===== src/rtl/lpgbt_fec_pkg.sv =====
// Shared constants and types for the lpGBT RS(7,5) GF(2^3) FEC blocks.
package lpgbt_fec_pkg;

  localparam int GF_W = 3;   // symbol width
  localparam int RS_N = 7;   // multiplicative group order of GF(8)

  typedef enum logic [1:0] {
    IDLE = 2'd0,
    LOG0 = 2'd1,
    LOG1 = 2'd2,
    DONE = 2'd3
  } fec_state_e;

  // Registered locator result carried to the symbol correctors
  typedef struct packed {
    logic [GF_W-1:0] pos;
    logic [GF_W-1:0] mag;
    logic            noerr;
    logic            fail;
  } loc_rsp_t;

endpackage


===== src/rtl/gf_log_3.sv =====
// GF(8) discrete log, primitive polynomial x^3 + x + 1, alpha = 3'b010.
// err flags op == 0, whose log is undefined; res is 0 in that case.
module gf_log_3
  import lpgbt_fec_pkg::*;
(
  input  logic [GF_W-1:0] op,
  output logic [GF_W-1:0] res,
  output logic            err
);

  // Lookup table: alpha^k for k = 0..6 is 1,2,4,3,6,7,5
  always_comb begin
    res = '0;
    err = 1'b0;
    case (op)
      3'd1: res = 3'd0;
      3'd2: res = 3'd1;
      3'd3: res = 3'd3;
      3'd4: res = 3'd2;
      3'd5: res = 3'd6;
      3'd6: res = 3'd4;
      3'd7: res = 3'd5;
      default: err = 1'b1;
    endcase
  end

endmodule


===== src/rtl/rs_rr_arb.sv =====
// NUM_CH-wide round-robin arbiter. Grant is combinational; the search starts
// one past last_grant and wraps. advance commits the current grant.
module rs_rr_arb #(
  parameter  int NUM_CH = 4,
  localparam int CW     = $clog2(NUM_CH)
) (
  input  logic              clk,
  input  logic              rst_n,
  input  logic [NUM_CH-1:0] req,
  input  logic              advance,
  output logic [NUM_CH-1:0] gnt,
  output logic [CW-1:0]     gnt_idx
);

  logic [CW-1:0] last_grant;
  logic [CW-1:0] idx;
  logic          found;
  int            c;

  // Circular priority search starting after last_grant
  always_comb begin
    gnt     = '0;
    gnt_idx = '0;
    found   = 1'b0;
    c       = 0;
    idx     = '0;
    for (int k = 1; k <= NUM_CH; k++) begin
      c = int'(last_grant) + k;
      if (c >= NUM_CH) c = c - NUM_CH;
      idx = CW'(c);
      if (!found && req[idx]) begin
        found    = 1'b1;
        gnt[idx] = 1'b1;
        gnt_idx  = idx;
      end
    end
  end

  // Remember the winner; reset value gives channel 0 first priority
  always_ff @(posedge clk or negedge rst_n) begin
    if (!rst_n)                last_grant <= CW'(NUM_CH - 1);
    else if (advance && found) last_grant <= gnt_idx;
  end

endmodule


===== src/rtl/rs_gf8_locator_sched.sv =====
// Time-multiplexed single-symbol error locator for RS(7,5) over GF(8).
// Round-robin over NUM_CH syndrome producers, one shared log table used
// twice per request (S0 then S1), fixed 3-cycle latency after acceptance.
module rs_gf8_locator_sched
  import lpgbt_fec_pkg::*;
#(
  parameter  int NUM_CH = 4,
  localparam int CW     = $clog2(NUM_CH)
) (
  input  logic                   clk,
  input  logic                   rst_n,
  input  logic [NUM_CH-1:0]      req_valid,
  output logic [NUM_CH-1:0]      req_ready,
  input  logic [GF_W*NUM_CH-1:0] req_s0,
  input  logic [GF_W*NUM_CH-1:0] req_s1,
  output logic                   rsp_valid,
  output logic [CW-1:0]          rsp_ch,
  output logic [GF_W-1:0]        rsp_pos,
  output logic [GF_W-1:0]        rsp_mag,
  output logic                   rsp_noerr,
  output logic                   rsp_fail
);

  fec_state_e                   state;
  logic [NUM_CH-1:0][GF_W-1:0]  s0_v, s1_v;
  logic [NUM_CH-1:0]            gnt;
  logic [CW-1:0]                gnt_idx;
  logic                         accept;
  logic [GF_W-1:0]              s0_q, s1_q, l0_q;
  logic                         z0_q;
  logic [CW-1:0]                ch_q;
  logic [GF_W-1:0]              tbl_in, tbl_res;
  logic                         tbl_err;
  logic [GF_W:0]                diff;
  loc_rsp_t                     res_nxt, rsp_q;

  assign s0_v   = req_s0;
  assign s1_v   = req_s1;
  assign accept = (state == IDLE) && (|req_valid);

  rs_rr_arb #(.NUM_CH(NUM_CH)) u_arb (
    .clk     (clk),
    .rst_n   (rst_n),
    .req     (req_valid),
    .advance (accept),
    .gnt     (gnt),
    .gnt_idx (gnt_idx)
  );

  // Grant is only visible in IDLE and never while reset is held
  assign req_ready = (rst_n && state == IDLE) ? gnt : '0;

  // Single log table: input steered by state, 0 when unused
  always_comb begin
    tbl_in = '0;
    case (state)
      LOG0:    tbl_in = s0_q;
      LOG1:    tbl_in = s1_q;
      default: tbl_in = '0;
    endcase
  end

  gf_log_3 u_log (
    .op  (tbl_in),
    .res (tbl_res),
    .err (tbl_err)
  );

  // Result formed in LOG1 from registered log S0 and live log S1
  always_comb begin
    diff = (tbl_res >= l0_q) ? ({1'b0, tbl_res} - {1'b0, l0_q})
                             : ({1'b0, tbl_res} + (GF_W+1)'(RS_N) - {1'b0, l0_q});
    res_nxt = '0;
    if (z0_q && tbl_err) begin
      res_nxt.noerr = 1'b1;
    end else if (z0_q ^ tbl_err) begin
      res_nxt.fail = 1'b1;
    end else begin
      res_nxt.pos = GF_W'(diff);
      res_nxt.mag = s0_q;
    end
  end

  // Sequencer: accept, two lookups, one-cycle response strobe
  always_ff @(posedge clk or negedge rst_n) begin
    if (!rst_n) begin
      state     <= IDLE;
      s0_q      <= '0;
      s1_q      <= '0;
      ch_q      <= '0;
      l0_q      <= '0;
      z0_q      <= 1'b0;
      rsp_q     <= '0;
      rsp_ch    <= '0;
      rsp_valid <= 1'b0;
    end else begin
      rsp_valid <= 1'b0;
      case (state)
        IDLE: if (accept) begin
          s0_q  <= s0_v[gnt_idx];
          s1_q  <= s1_v[gnt_idx];
          ch_q  <= gnt_idx;
          state <= LOG0;
        end
        LOG0: begin
          l0_q  <= tbl_res;
          z0_q  <= tbl_err;
          state <= LOG1;
        end
        LOG1: begin
          rsp_q     <= res_nxt;
          rsp_ch    <= ch_q;
          rsp_valid <= 1'b1;
          state     <= DONE;
        end
        default: state <= IDLE;
      endcase
    end
  end

  assign rsp_pos   = rsp_q.pos;
  assign rsp_mag   = rsp_q.mag;
  assign rsp_noerr = rsp_q.noerr;
  assign rsp_fail  = rsp_q.fail;

endmodule


===== config.mk =====
export PLATFORM = sky130hd
export DESIGN_NAME = rs_gf8_locator_sched
export DESIGN_NICKNAME = d
export VERILOG_FILES = /design/src/rtl/lpgbt_fec_pkg.sv /design/src/rtl/gf_log_3.sv /design/src/rtl/rs_rr_arb.sv /design/src/rtl/rs_gf8_locator_sched.sv
export SDC_FILE = /design/constraint.sdc
export NUM_CORES = 1
export LEC_CHECK = 0
export CORE_MARGIN = 3
export CORE_UTILIZATION = 51
export DETAILED_ROUTE_END_ITERATION = 10
export GPL_ROUTABILITY_DRIVEN = 0
export PLACE_DENSITY = 0.81
export SKIP_LAST_GASP = 1
export SYNTH_ARGS = -nofsm -noshare
export SYNTH_HDL_FRONTEND = slang
export SYNTH_HIERARCHICAL = 1
export SYNTH_SLANG_ARGS = --single-unit

===== constraint.sdc =====
create_clock -name clk -period 3.7 [get_ports clk]
set_input_delay 0.74 -clock clk [delete_from_list [all_inputs] [get_ports clk]]
set_output_delay 0.74 -clock clk [all_outputs]
set_load 0.02 [all_outputs]

==> out/qor.csv <==
metric,value,unit
status,finished clean,
synth_cell_types,51,
arrival,2820,ps
cts_tree,done,
synth_area_per_cell,11.0,um2
clk_latency,280,ps
ys_ff_latch,27,
yosys.area_share.adder,0.120,
antenna_left,0,
clock-sinks,27,
final_layout_size_suffix_gt1_frac,0.207,
grt_use_total,0.192,
yosys.area_share.simple,0.113,
place_ws,-77.4,ps
fin_worst_skew,4.72,ps
h-tree-depth,1,
period_needed,3560,ps
worst_slew_pin_slew,601,ps
yosysSeqAreaShare,0.339,
p_sw,0.905,mW
hp-class,register to register,
drc_errors,0,
period_share,0.961,
synth.most_common_cell,dfrtp_1,
wl,4.02,mm
grt_pass1_vias,1626,
internal-power,1.29,mW
clk_pin_slew_worst_paths,100,ps
grt_max_degree,28,
portBuffers,44,
worstPathCellList,"clkdlybuf4s50_1, mux4_2, nor2b_4, a22o_1, a221o_1, and3_1, dlygate4sd2_1",
endpoint_kind,primary output,
area_growth,29.8,%
setup_viol,0,
maxCapViolCount,0,
p_sw_frac,0.412,
cpMaxStageDelayCell,mux4_2,
synth_mux_area_frac,0.189,
post-dp-hpwl,3.24,mm
synth_compound_area_frac,0.166,
tritoncts.num_buffers,3,
ys_warn_count,6,
synth_top_cells_by_count,"dfrtp_1, inv_1, ha_1",
yosys-top-cells-area,"dfrtp_1, ha_1, mux4_2",
die_x,68.6,um
core_area,0.00372,mm2
finalHoldViolations,0,
initial_core_util,0.538,
grt_pass1_wl,6.92,mm
clock_path_buffers,2,
layout_setup_ws,144,ps
wl_per_cell,14.1,um
synth-edff-count,0,
cts_root_buf,clkbuf_8,
seq_power_share,0.233,
post-cts-setup-buffers,0,
synthFlopType,dfrtp_1,
totalNegativeSetupSlack,0,ps
synth_xor_area_frac,0.00438,
yosys.area.top_type,dfrtp_1,
powerDensity,846,mW/mm2
rows,22,
fin_nets,286,
cp.required,2960,ps
rsz0062_at_grt,false,
start_kind,input port,
yosysTopAreaCellShare,0.313,
critPathKind,input port to primary output,
viasPerCell,5.58,
syn_inst,182,
async_flop_share,1.00,
floorplan.die_area,0.00471,mm2
antenna_cells,0,
finalMaxSlewViolations,0,
grt_overflow,0,
antenna_found_initial,0,
syn-num-nets,230,
slowest_delay,520,ps
crit_path_max_fanout,6,
floorplan.io_pins,45,
synth_top_family_by_area,multiplexers,
drt-initial-drc-count,44,
irDropWorstVdd,0.400,mV
clockPowerShare,0.078,
die_h,68.6,um
combPwrFrac,0.688,
syn_area,0.00200,mm2
firstDrtPassIters,4,
max_clock_freq,281,MHz
p_leak,1.12,nW
slew_headroom,0.594,
routed-via-count,1590,
-- critical path: cells and delay by family --
family,cells,cell delay (ps)
AOI/OAI and AO/OA,2,420
buffers and inverters,2,800
muxes,1,520
and+or+nand+nor,2,330
-- layer usage --
metal  track usage  share of wire
met5             0              0
met4        0.0744          0.015
met3        0.0405          0.059
met2         0.325           0.50
met1         0.238           0.43
-- placed cells by master (no fill, tap or decap), types with 5 or more instances in the layout --
cell type,synthesis,layout
a22o_1,5,5
dfrtp_1,25,25
clkdlybuf4s50_1,0,40
mux4_2,8,8
nor2_1,9,9
nand2_1,11,11
buf_4,3,16
ha_1,16,16
mux2_2,11,11
inv_1,18,18
-- cell families (layout without fill, tap and decap cells) --
group | Yosys count | count (layout)
flip-flops | 27 | 27
multiplexers | 26 | 26
XOR/XNOR | 1 | 1
AO/OA/AOI/OAI | 42 | 42
buffers and inverters | 27 | 82
adder cells (fa/ha/maj) | 18 | 18
AND/OR/NAND/NOR | 41 | 41
-- final timing paths --
path | start | end | slack, ps | cells past startpoint
worst max register to register | u_arb/last_grant[0] | s1_q[0] | 730 | 10
max in group asynchronous | rst_n | u_arb/last_grant[1] | 2460 | 2
worst min-delay path | ch_q[0] | ch_q[0] | 500 | 1
worst max-delay path | req_valid[3] | req_ready[3] | 140 | 7
worst min register to register | ch_q[0] | ch_q[0] | 500 | 1
min in group asynchronous | rst_n | rsp_pos[0] | 940 | 2
-- per-stage QoR --
stage,power [mW],instances,cell area (um2),hold slack (ps),utilization
floorplan,1.62,182,2000,444,-
global placement,2.00,281,2550,474,0.686
detailed placement,2.05,281,2550,483,0.686
CTS,2.22,285,2590,506,0.698
global route,2.40,285,2590,540,0.698
finish,2.19,285,2590,503,0.698
-- sequential cells by signal, summed over array words and instances (netlist names) --
| register | count |
|---|---|
| l0_q | 3 |
| rsp_mag | 3 |
| rsp_pos | 3 |
| s0_q | 3 |
| s1_q | 3 |
| ch_q | 2 |
| rsp_ch | 2 |
| state | 2 |
| u_arb/last_grant | 2 |
| rsp_fail | 1 |
| rsp_noerr | 1 |
| rsp_valid | 1 |
| z0_q | 1 |
-- what timing repair did --
item,CTS,global route
resized for setup,4,0
endpoints found under the setup margin,4,0
endpoints found under the hold margin,0,0
hold buffers,0,0
-- area by class of cell --
cell class / count / area, um2
fillers: 291 / 1120
well taps: 48 / 60.1
clock inverters: 1 / 7.51
repair buffers: 60 / 556
multi-input cells: 128 / 1180
flip-flops and latches: 27 / 678
clock buffers: 3 / 41.3
inverters: 18 / 67.6
-- power groups by stage --
stage               logic, mW  clock network, mW  registers [mW]
detailed placement       1.53                  0           0.519
global placement         1.49                  0           0.511
CTS                      1.53              0.178           0.513
global route             1.68              0.190           0.530
floorplan                1.06                  0           0.560
finish                   1.51              0.172           0.512
(Power assumes the default switching activity.)
